### src/rtl/pipelined_adder_tree_pkg.sv
// pipelined_adder_tree_pkg
// Shared sizing helpers for the pipelined adder tree.
// No ports. It provides:
//   tree_depth(n)    : number of adder levels needed to reduce n entries to one
//   out_width(n, w)  : result width that cannot overflow when summing n w-bit samples
//   sum_word_t       : signed sum word for the default 8 x 16-bit build
package pipelined_adder_tree_pkg;

  localparam int DEFAULT_NUM_INPUTS = 8;
  localparam int DEFAULT_DATA_WIDTH = 16;

  function automatic int tree_depth(input int num_inputs);
    return $clog2(num_inputs);
  endfunction

  // Each adder level can grow the sum by one bit, so DEPTH extra bits suffice.
  function automatic int out_width(input int num_inputs, input int data_width);
    return data_width + tree_depth(num_inputs);
  endfunction

  localparam int DEFAULT_OUT_W = out_width(DEFAULT_NUM_INPUTS, DEFAULT_DATA_WIDTH);

  typedef logic signed [DEFAULT_OUT_W-1:0] sum_word_t;

endpackage

### src/rtl/pipelined_adder_tree_if.sv
// pipelined_adder_tree_if
// Streaming bus between a sample source and the adder tree.
//   valid_in  : qualifies data_in this cycle
//   data_in   : NUM_INPUTS flattened signed samples, sample k at [k*DATA_WIDTH +: DATA_WIDTH]
//   data_out  : signed sum, DATA_WIDTH + $clog2(NUM_INPUTS) bits
//   valid_out : qualifies data_out
// master = sample source / sink, slave = the adder tree.
interface pipelined_adder_tree_if #(
  parameter int NUM_INPUTS = 8,
  parameter int DATA_WIDTH = 16
);
  import pipelined_adder_tree_pkg::*;

  localparam int OUT_W = out_width(NUM_INPUTS, DATA_WIDTH);

  logic                             valid_in;
  logic [NUM_INPUTS*DATA_WIDTH-1:0] data_in;
  logic [OUT_W-1:0]                 data_out;
  logic                             valid_out;

  modport master (output valid_in, output data_in, input data_out, input valid_out);
  modport slave  (input valid_in, input data_in, output data_out, output valid_out);

endinterface

### src/rtl/pipelined_adder_tree_stage.sv
// adder_tree_stage
// One registered level of the adder tree: N_IN entries in, ceil(N_IN/2) sums out.
//   clk     : rising-edge clock
//   rst     : asynchronous active-low clear of all sum registers
//   sum_in  : N_IN entries of WIDTH bits (two's complement)
//   sum_out : registered pairwise sums; an odd trailing entry passes through
module adder_tree_stage #(
  parameter int N_IN  = 2,
  parameter int WIDTH = 19
) (
  input  logic                                  clk,
  input  logic                                  rst,
  input  logic [N_IN-1:0][WIDTH-1:0]            sum_in,
  output logic [(N_IN+1)/2-1:0][WIDTH-1:0]      sum_out
);

  localparam int N_OUT = (N_IN + 1) / 2;

  logic [N_OUT-1:0][WIDTH-1:0] sum_d;
  logic [N_OUT-1:0][WIDTH-1:0] sum_q;

  // Inputs are already widened to the final width, so modular addition here
  // is exact signed arithmetic.
  always_comb begin
    sum_d = '0;
    for (int k = 0; k < N_OUT; k++) begin
      if (2*k + 1 < N_IN) begin
        sum_d[k] = sum_in[2*k] + sum_in[2*k+1];
      end else begin
        sum_d[k] = sum_in[2*k];
      end
    end
  end

  always_ff @(posedge clk or negedge rst) begin
    if (!rst) begin
      sum_q <= '0;
    end else begin
      sum_q <= sum_d;
    end
  end

  assign sum_out = sum_q;

endmodule

### src/rtl/pipelined_adder_tree.sv
// pipelined_adder_tree
// Fully pipelined signed adder tree: sums NUM_INPUTS samples every clock with
// a fixed latency of DEPTH+1 edges and no backpressure.
//   clk : rising-edge clock
//   rst : asynchronous active-low reset, clears data and valid pipelines
//   bus : slave side of pipelined_adder_tree_if (valid_in/data_in in,
//         data_out/valid_out out, both outputs straight from registers)
module pipelined_adder_tree
  import pipelined_adder_tree_pkg::*;
#(
  parameter int NUM_INPUTS = 8,
  parameter int DATA_WIDTH = 16
) (
  input  logic                   clk,
  input  logic                   rst,
  pipelined_adder_tree_if.slave  bus
);

  localparam int DEPTH = tree_depth(NUM_INPUTS);
  localparam int OUT_W = out_width(NUM_INPUTS, DATA_WIDTH);
  localparam int PAD_N = 1 << DEPTH;

  typedef logic [PAD_N-1:0][OUT_W-1:0] level_t;

  // pipe[r][k] is entry k of level r; level r only uses PAD_N >> r entries,
  // the rest are tied to zero so any level can be probed uniformly.
  level_t pipe [DEPTH+1];

  level_t           in0_d;
  level_t           in0_q;
  logic [DEPTH:0]   valid_d;
  logic [DEPTH:0]   valid_q;

  // Stage 0: sign-extend every sample to the output width and pad a
  // non-power-of-2 input count with zero entries.
  always_comb begin
    in0_d = '0;
    for (int k = 0; k < NUM_INPUTS; k++) begin
      in0_d[k] = OUT_W'($signed(bus.data_in[k*DATA_WIDTH +: DATA_WIDTH]));
    end
  end

  // Valid travels alongside the data; data registers load regardless of valid.
  always_comb begin
    valid_d = {valid_q[DEPTH-1:0], bus.valid_in};
  end

  always_ff @(posedge clk or negedge rst) begin
    if (!rst) begin
      in0_q   <= '0;
      valid_q <= '0;
    end else begin
      in0_q   <= in0_d;
      valid_q <= valid_d;
    end
  end

  assign pipe[0] = in0_q;

  for (genvar r = 1; r <= DEPTH; r++) begin : g_level
    localparam int N_IN  = PAD_N >> (r - 1);
    localparam int N_OUT = PAD_N >> r;

    logic [N_OUT-1:0][OUT_W-1:0] stage_out;

    adder_tree_stage #(
      .N_IN  (N_IN),
      .WIDTH (OUT_W)
    ) u_stage (
      .clk     (clk),
      .rst     (rst),
      .sum_in  (pipe[r-1][N_IN-1:0]),
      .sum_out (stage_out)
    );

    assign pipe[r] = {{((PAD_N - N_OUT) * OUT_W){1'b0}}, stage_out};
  end

  assign bus.data_out  = pipe[DEPTH][0];
  assign bus.valid_out = valid_q[DEPTH];

endmodule

### src/flat_wrapper.sv
// flat-port wrapper written by rule: the top's interface ports become plain ports
module pipelined_adder_tree_flat import pipelined_adder_tree_pkg::*;
#(
  parameter int NUM_INPUTS = 8,
  parameter int DATA_WIDTH = 16
)
  (clk, rst, bus_valid_in, bus_data_in, bus_data_out, bus_valid_out);
  pipelined_adder_tree_if #(.NUM_INPUTS(NUM_INPUTS), .DATA_WIDTH(DATA_WIDTH)) bus_i ();
  input  logic clk;
  input  logic rst;
  input wire logic [$bits(bus_i.valid_in)-1:0] bus_valid_in;
  input wire logic [$bits(bus_i.data_in)-1:0] bus_data_in;
  output wire logic [$bits(bus_i.data_out)-1:0] bus_data_out;
  output wire logic [$bits(bus_i.valid_out)-1:0] bus_valid_out;
  assign bus_i.valid_in = bus_valid_in;
  assign bus_i.data_in = bus_data_in;
  assign bus_data_out = bus_i.data_out;
  assign bus_valid_out = bus_i.valid_out;
  pipelined_adder_tree #(.NUM_INPUTS(NUM_INPUTS), .DATA_WIDTH(DATA_WIDTH)) u_core (.clk(clk), .rst(rst), .bus(bus_i));
endmodule
### config.mk
export PLATFORM = sky130hd
export DESIGN_NAME = pipelined_adder_tree_flat
export DESIGN_NICKNAME = d
export VERILOG_FILES = /design/src/rtl/pipelined_adder_tree_pkg.sv /design/src/rtl/pipelined_adder_tree_if.sv /design/src/rtl/pipelined_adder_tree_stage.sv /design/src/rtl/pipelined_adder_tree.sv /design/src/flat_wrapper.sv
export SDC_FILE = /design/constraint.sdc
export NUM_CORES = 1
export LEC_CHECK = 0
export CAP_MARGIN = 15
export CORE_ASPECT_RATIO = 0.7
export CORE_MARGIN = 3
export CORE_UTILIZATION = 58
export CTS_BUF_LIST = sky130_fd_sc_hd__clkbuf_2
export DETAILED_ROUTE_END_ITERATION = 6
export PLACE_DENSITY = 0.87
export SYNTH_ARGS = -nofsm -noshare
export SYNTH_HDL_FRONTEND = slang
export SYNTH_SLANG_ARGS = --single-unit
### constraint.sdc
create_clock -name clk -period 2.6 [get_ports clk]
set_input_delay 0.52 -clock clk [delete_from_list [all_inputs] [get_ports clk]]
set_output_delay 0.52 -clock clk [all_outputs]
set_load 0.01 [all_outputs]
# After elaboration in Yosys (flattened, before gate mapping)
# Cells that the tools add are included.
dict set report word_totals {
  output_inout_bits 20
  inputBits 131
  reg_bits 265
  wordCells 23
}
dict set report op_classes {
  add_sub_neg 7
}
# operator count
set op_table {}
lappend op_table {{$add A16 B16 Y17} 4}
lappend op_table {{$add A19 B19 Y19} 3}

# Depth between registers and ports, before layout
# Gate-level depths: netlist of run 1.
dict set report depth {
  depth_word 1
  mapped_depth 9
}

# Hierarchy
# From an unflattened synthesis of run 1, not the netlist that was laid out.
dict set report unflattened {
  hier_cells 1097
  area_unflattened_um2 12767.2
}
# module area_per_inst_um2 seq_area_each_um2 instances cells_each
set modules_own_cells {}
lappend modules_own_cells {{adder_tree_stage (u_core.g_level[1].u_stage)} 5281.3 1901.8 1 530}
lappend modules_own_cells {pipelined_adder_tree 3303.2 3303.2 1 132}
lappend modules_own_cells {{adder_tree_stage (u_core.g_level[2].u_stage)} 2780.2 950.9 1 284}
lappend modules_own_cells {{adder_tree_stage (u_core.g_level[3].u_stage)} 1402.6 475.5 1 151}

# Worst setup path before layout of run 1
# OpenSTA, ideal clock, no wires.
dict set report synth_timing {
  kind {reg2reg}
  startpoint {reg u_core.in0_q[0] (netlist bit)}
  endpoint {reg u_core.g_level[1].u_stage.sum_q, in the netlist u_core.g_level[1].u_stage.sum_out[10]}
  synth_period_minus_slack_ps 2264
  slack_ps 336
  stages_incl_launch_ff 9
  setup_ps 123
  arrival_time_ps 2141
  path_cell_list {dfrtp_1 -> ha_1 -> fa_1 -> a211o_1 -> a211oi_1 -> o21bai_1 -> a21oi_1 -> o21bai_1 -> xnor2_1}
}
# item line_no
set synth_rtl {}
lappend synth_rtl {{start: declaration} pipelined_adder_tree.sv:30} ;# level_t in0_q;
lappend synth_rtl {{start signal: assignment} pipelined_adder_tree.sv:53} ;# in0_q <= in0_d;
lappend synth_rtl {{end signal: assignment} pipelined_adder_tree_stage.sv:39} ;# sum_q <= sum_d;
lappend synth_rtl {{end: declaration} pipelined_adder_tree_stage.sv:20} ;# logic [N_OUT-1:0][WIDTH-1:0] sum_q;

==> results.py, run 1 <==
metrics = {
    "route": {
        "route.antenna.remaining_nets": 0,
        "routed_wirelength_um": 23610,
        "route.detailed.wl_per_inst_um": 15.62,
        "route.vias.total": 8246,
        "detail_route.first_pass.iterations": 5,
        "wl_met2_um": 10300,
        "wl_met1_um": 11020,
        "met3WireLength_um": 1975,
        "remaining_drc_errors": 0,
        "avgViaCountPerCell": 5.457,
        "detailedRoute.firstIterationViolations": 409,
        "maxUsedRoutingLayer": "met4",
    },
    "worst_setup_path": {
        "critPathMaxFanout": 3,
        "timing.critical_path.arrival_ns": 3.09,
        "worst-setup-path-type": "reg -> reg",
        "worst_r2r_path_depth": 8,
        "crit-reg2reg-launch": "u_core.in0_q[0]",
        "cp_data_required_time_ns": 3.29,
        "timing.reg2reg.setup_slack_ns": 0.20,
        "crit_chain": "ha_1, fa_1, a211o_1, a211oi_2, o21bai_1, a21oi_1, o21bai_1, xnor2_1",
        "worstSetupPathDepth": 8,
        "cell_class_contributing_the_biggest_share_of_worst_path_delay": "compound AO/OA/AOI/OAI gates",
        "cp_slowest_stage_delay_ns": 0.50,
        "critical_path_buffer_and_inverter_count": 0,
        "timing.critical_path.from_type": "flop",
        "critical-path-slowest-cell": "sky130_fd_sc_hd__fa_1",
        "worst_setup_path_endpoint": "u_core.g_level[1].u_stage.sum_out[10]",
        "regToRegEndpoint": "u_core.g_level[1].u_stage.sum_out[10]",
        "crit_path_start": "u_core.in0_q[0]",
        "critPathMostFrequentCell": "sky130_fd_sc_hd__o21bai_1",
        "cp-end-kind": "flop",
    },
    "clock_network": {
        "cts.reportedPaths.clkPinSlew_ns": 0.12,
        "cts.sinks": 257,
        "htreeDepth": 2,
        "clock-root-buffer": "sky130_fd_sc_hd__clkbuf_2",
        "cts_tree": "done",
        "clock_latency_of_the_later_clocked_register_in_the_worst_skew_pair_ns": 0.82,
        "max-clock-path-buffers": 3,
        "cts_post_setup_buffers_inserted": 0,
        "cts_inserted_buffers": 56,
    },
    "layout": {
        "final_layout_size_suffix_gt1_share_pct": 9.186,
        "antenna_cells_inserted": 0,
        "finish.net_count": 1451,
        "post_layout_nonfiller_instances": 1511,
        "areaGrowthSynthToFinish_pct": 20.27,
    },
    "pwr": {
        "powerDensity_nw_per_um2": 914.1,
        "ir_worst_vdd_mv": 0.4189,
        "post-layout-total-power_w": 0.01302,
        "leakagePower_nw": 6.676,
    },
    "global_route": {
        "via_count_of_the_first_global_routing_pass": 8401,
        "gr-total-overflow": 0,
        "groute.usage.overall_pct": 22.28,
        "grt_max_degree": 75,
        "grt_antenna_before_repair": 0,
        "grt_pass1_wl_um": 40040,
    },
    "synth": {
        "synthMostInstantiatedCell": "sky130_fd_sc_hd__dfrtp_1",
        "synth.cell_area_um2": 11840,
        "ys_async_sr_fraction_pct": 100.0,
        "synth-seq-area-share_pct": 54.31,
        "synth.top_cells.by_count": "sky130_fd_sc_hd__dfrtp_1, sky130_fd_sc_hd__ha_1, sky130_fd_sc_hd__a21oi_1",
        "synth_edf_count": 0,
        "yosys_warnings": 0,
        "synth_seq_cells": 257,
        "post_synth_inst_count": 991,
        "synth_cell_types": 61,
        "synth_top_area_share_pct": 54.31,
        "synth_top_area_cell": "sky130_fd_sc_hd__dfrtp_1",
        "syn-num-nets": 1245,
        "synth-main-ff-cell": "sky130_fd_sc_hd__dfrtp_1",
        "synth_area_per_cell_um2": 11.95,
        "synthTopCellsByArea": "sky130_fd_sc_hd__dfrtp_1, sky130_fd_sc_hd__ha_1, sky130_fd_sc_hd__xnor2_1, sky130_fd_sc_hd__a21o_1, sky130_fd_sc_hd__a21oi_1",
    },
    "timing": {
        "hold_slack_ns": 0.1214,
        "finalWorstSetupSlack_ns": 0.2039,
        "final_max_tran_viols": 0,
        "finalHoldViolCount": 0,
        "rsz0062_at_grt": "false",
        "timing_limited_maximum_frequency_mhz": 417.3,
        "final.min_clock_period_ns": 2.396,
        "max_slew.worst_pin.slew_ns": 0.5571,
        "totalNegativeSetupSlack_ns": 0,
        "slew_headroom_pct": 62.78,
        "min_period_over_period_pct": 92.16,
        "final.setup_skew_ns": 0.08157,
        "setup_violations": 0,
    },
    "placed_design": {
        "placement.io_buffers": 150,
        "detailedPlace.worstSlack_ns": 0.1192,
        "placed_cells_incl_taps": 1408,
        "routabilityCongestion": 0.9404,
        "detailed_place_hpwl_um": 18290,
    },
    "floorplanning": {
        "design.die.area_um2": 22190,
        "floorplan.initialDensity_pct": 59.48,
        "io-pin-count": 151,
        "std_cell_rows": 43,
        "die-height_um": 125.5,
        "floorplan.core_area_um2": 19910,
        "x_dimension_of_the_die_um": 176.8,
    },
    "outcome": {
        "run_status": "completed",
    },
    "flow_run": {
        "cap_violations": 0,
    },
    "worst_hold_path": {
        "worst_hold_path_type": "in -> reg",
    },
}
registers in the layout, indices dropped and copies added, names as in the netlist:
| register | count |
|---|---|
| u_core.valid_q | 4 |
| u_core.in0_q | 128 |
| u_core.g_level.u_stage.sum_out | 125 |
routing by layer:
| metal | global-route usage, % | vias up |
|---|---|---|
| li1 | - | 3996 |
| met1 | 33.41 | 3906 |
| met2 | 32.79 | 310 |
| met3 | 5.707 | 34 |
| met4 | 5.679 | 0 |
| met5 | 0 | - |
through the flow:
step	instance area [µm²]	utilization (%)
finish	14240	71.54
global route	14240	71.54
CTS	14230	71.50
detailed placement	13700	68.84
global placement	13700	68.84
floorplan	11840	-
report_power, final:
group | switching [W] | internal [W] | leakage, nW | total, W
combinational | 0.00296 | 0.00252 | 3.28 | 0.00548
sequential | 0.000313 | 0.00481 | 3.00 | 0.00512
clock | 0.00148 | 0.000929 | 0.394 | 0.00241
total | 0.00476 | 0.00826 | 6.68 | 0.0130
what timing repair did:
item                                    4_1_cts  5_1_grt
gates resized for setup                       0        2
endpoints found under the setup margin        0        3
endpoints found under the hold margin        67        0
hold buffers                                  1        0
cell type report:
| type | count | area, µm² |
|---|---|---|
| Sequential cell | 257 | 6431 |
| Inverter | 42 | 157.7 |
| Clock buffer | 78 | 390.4 |
| Clock inverter | 24 | 128.9 |
| Timing Repair Buffer | 159 | 1589 |
| Fill cell | 1432 | 5665 |
| Multi-Input combinational cell | 681 | 5206 |
| Tap cell | 270 | 337.8 |
cells in the final DEF, fill, tap and decap left out, drive strengths merged, types with 12 or more instances in the layout:
cell type | netlist | final
o21bai | 15 | 15
nand2 | 46 | 46
ha | 116 | 116
o21ai | 47 | 47
nor3 | 14 | 14
a21o | 56 | 56
xnor2 | 69 | 69
nor2 | 43 | 43
a211oi | 12 | 12
dfrtp | 257 | 257
nand4 | 13 | 13
a31oi | 14 | 14
inv | 42 | 44
clkdlybuf4s50 | 0 | 149
a21oi | 81 | 81
clkbuf | 7 | 78
nand3 | 15 | 15
clkinv | 0 | 21
xor2 | 28 | 28
logic make-up (layout without fill, tap and decap cells):
kind of cell	count (synthesis)	after routing	share of synthesized area, %
AO/OA/AOI/OAI	282	282	15.68
XOR/XNOR	97	97	7.175
adder cells (fa/ha/maj)	123	123	13.44
buffers and inverters	53	303	1.796
flip-flops	257	257	54.31
multiplexers	2	2	0.1691
AND/OR/NAND/NOR	177	177	7.428
how the worst min path moves through the flow:
stage / startpoint / endpoint / cells past startpoint
4_1_cts: bus_data_in[65] / u_core.in0_q[77] / 1
3_3_place_gp: u_core.valid_q[2] / u_core.valid_q[3] / 0
5_1_grt: bus_data_in[9] / u_core.in0_q[9] / 1
2_1_floorplan: rst / u_core.g_level[1].u_stage.sum_out[0] / 0
3_5_place_dp: u_core.valid_q[2] / u_core.valid_q[3] / 0
6_report: bus_data_in[65] / u_core.in0_q[77] / 1
Note: power is estimated with default switching activity, not from simulation.
==> inputs of run 2 (changes only) <==
--- a/config.mk
+++ b/config.mk
@@ -8,10 +8,10 @@
 export CAP_MARGIN = 15
 export CORE_ASPECT_RATIO = 0.7
 export CORE_MARGIN = 3
-export CORE_UTILIZATION = 58
+export CORE_UTILIZATION = 46
 export CTS_BUF_LIST = sky130_fd_sc_hd__clkbuf_2
 export DETAILED_ROUTE_END_ITERATION = 6
-export PLACE_DENSITY = 0.87
+export PLACE_DENSITY = 0.72
 export SYNTH_ARGS = -nofsm -noshare
 export SYNTH_HDL_FRONTEND = slang
 export SYNTH_SLANG_ARGS = --single-unit
==> results.py, run 2 (synthesis results as in run 1) <==
metrics = {
    "route": {
        "route.antenna.remaining_nets": 0,
        "remaining_drc_errors": 0,
        "route.vias.total": 8458,
        "detail_route.first_pass.iterations": 5,
        "routed_wirelength_um": 25990,
        "detailedRoute.firstIterationViolations": 502,
        "route.detailed.wl_per_inst_um": 15.72,
        "avgViaCountPerCell": 5.117,
    },
    "worst_setup_path": {
        "cp-end-kind": "flop",
        "critPathMostFrequentCell": "sky130_fd_sc_hd__o21bai_1",
        "timing.critical_path.arrival_ns": 3.15,
        "critical_path_buffer_and_inverter_count": 0,
        "crit_chain": "ha_1, fa_1, a211o_1, a211oi_2, o21bai_1, a21oi_1, o21bai_1, xnor2_1",
        "timing.critical_path.from_type": "flop",
        "critPathMaxFanout": 3,
        "critical-path-slowest-cell": "sky130_fd_sc_hd__fa_1",
        "cell_class_contributing_the_biggest_share_of_worst_path_delay": "compound AO/OA/AOI/OAI gates",
        "cp_data_required_time_ns": 3.34,
        "worst-setup-path-type": "reg -> reg",
        "cp_slowest_stage_delay_ns": 0.48,
    },
    "timing": {
        "final.setup_skew_ns": 0.1033,
        "slew_headroom_pct": 59.21,
        "rsz0062_at_grt": "false",
        "max_slew.worst_pin.slew_ns": 0.6119,
        "timing_limited_maximum_frequency_mhz": 415.5,
        "setup_violations": 0,
        "hold_slack_ns": 0.09921,
        "finalHoldViolCount": 0,
        "final.min_clock_period_ns": 2.407,
        "final_max_tran_viols": 0,
        "min_period_over_period_pct": 92.56,
        "totalNegativeSetupSlack_ns": 0,
    },
    "outcome": {
        "run_status": "completed",
    },
    "global_route": {
        "via_count_of_the_first_global_routing_pass": 8768,
        "gr-total-overflow": 0,
        "grt_max_degree": 76,
        "groute.usage.overall_pct": 19.34,
        "grt_pass1_wl_um": 43130,
        "grt_antenna_before_repair": 1,
    },
    "clock_network": {
        "cts.reportedPaths.clkPinSlew_ns": 0.10,
        "cts_post_setup_buffers_inserted": 0,
        "clock-root-buffer": "sky130_fd_sc_hd__clkbuf_2",
        "max-clock-path-buffers": 3,
        "cts_tree": "done",
        "htreeDepth": 2,
        "clock_latency_of_the_later_clocked_register_in_the_worst_skew_pair_ns": 0.89,
        "cts.sinks": 257,
        "cts_inserted_buffers": 59,
    },
    "floorplanning": {
        "io-pin-count": 151,
        "x_dimension_of_the_die_um": 197.8,
        "floorplan.core_area_um2": 24980,
        "floorplan.initialDensity_pct": 47.40,
        "design.die.area_um2": 27730,
        "die-height_um": 140.2,
        "std_cell_rows": 48,
    },
    "worst_hold_path": {
        "worst_hold_path_type": "in -> reg",
    },
    "placed_design": {
        "placement.io_buffers": 150,
        "detailed_place_hpwl_um": 18730,
        "placed_cells_incl_taps": 1465,
        "routabilityCongestion": 0.8864,
        "placement.cell_area_um2": 13820,
    },
    "layout": {
        "layout.filler_cells": 1997,
        "layout.cells.most_common": "sky130_fd_sc_hd__dfrtp_1",
        "ff_latch_area_um2": 6431,
        "final_layout_size_suffix_gt1_share_pct": 8.899,
        "areaGrowthSynthToFinish_pct": 28.56,
        "largest_register": "u_core.in0_q",
        "post_layout_nonfiller_instances": 1653,
        "largest_register_ffs": 128,
        "final_cell_mix": "sky130_fd_sc_hd__dfrtp_1, sky130_fd_sc_hd__clkdlybuf4s50_1, sky130_fd_sc_hd__ha_1, sky130_fd_sc_hd__dlygate4sd3_1, sky130_fd_sc_hd__clkbuf_2",
        "multiInputGateArea_um2": 5213,
        "final_area_um2": 15220,
        "finish.net_count": 1542,
    },
    "pwr": {
        "ir_worst_vdd_mv": 0.4038,
        "leakagePower_nw": 7.054,
        "powerDensity_nw_per_um2": 869.3,
        "post-layout-total-power_w": 0.01323,
    },
    "flow_run": {
        "cap_violations": 0,
    },
}
[run 2: changes by cell type in the layout (fill, tap and decap cells not counted)]
| cell | change |
|---|---|
| sky130_fd_sc_hd__a31oi_1 | -1 |
| sky130_fd_sc_hd__a31oi_2 | +1 |
| sky130_fd_sc_hd__buf_12 | +3 |
| sky130_fd_sc_hd__buf_4 | -1 |
| sky130_fd_sc_hd__clkbuf_2 | +6 |
| sky130_fd_sc_hd__clkinv_1 | -4 |
| sky130_fd_sc_hd__clkinv_2 | -5 |
| sky130_fd_sc_hd__clkinvlp_4 | +1 |
| sky130_fd_sc_hd__diode_2 | +2 |
| sky130_fd_sc_hd__dlygate4sd3_1 | +86 |
| sky130_fd_sc_hd__inv_6 | -1 |
[run 2: final cells by class]
cell class,count,share of cell area (%)
inverter,42,1.036
multi-input combinational,681,34.24
antenna,2,0.03288
sequential,257,42.25
timing repair buffer,247,16.44
clock buffer,84,2.762
tap,325,2.671
clock inverter,15,0.5753
[run 2: power breakdown]
group | switching (W) | internal [W]
clock | 0.00153 | 0.000958
sequential | 0.000323 | 0.00481
combinational | 0.00300 | 0.00261
[run 2: routing by layer]
metal	vias up	track usage [%]	part of all wire (%)	routed length, µm
li1	4156	-	-	-
met1	4014	28.85	49	12840
met2	251	27.83	42	10920
met3	37	5.314	7.1	1852
met4	0	5.434	1.5	379
met5	-	0	0	0
[run 2: repair_timing]
item | CTS | global route
gates resized for setup | 0 | 3
hold buffers | 76 | 11
hold endpoints to repair | 217 | 11
endpoints found under the setup margin | 0 | 6
[run 2: path summary, 6_finish.rpt]
path	start	end	slack [ns]	depth (start not counted)
worst max register to register	u_core.in0_q[0]	u_core.g_level[1].u_stage.sum_out[10]	0.19	8
min in group asynchronous	rst	u_core.in0_q[1]	0.22	2
worst min-delay path	bus_data_in[46]	u_core.in0_q[52]	0.1	1
worst max-delay path	u_core.in0_q[0]	u_core.g_level[1].u_stage.sum_out[10]	0.19	8
worst min register to register	u_core.valid_q[2]	u_core.valid_q[3]	0.37	0
max in group asynchronous	rst	u_core.g_level[3].u_stage.sum_out[18]	1.59	3
[run 2: worst register-to-register path: cells and delay by family, from the launching register on]
family          cells  cell delay (ns)
compound gates      5             1.09
fa+ha+maj           2             0.71
flops               1             0.38
xor+xnor            1             0.14
[run 2: through the flow]
step,worst slack [ns],util [%]
after CTS,0.09412,60.41
after detailed placement,0.1122,55.33
after floorplan,0.3360,-
after global placement,0.1544,55.33
after global routing,0.005220,60.93
final,0.1935,60.93
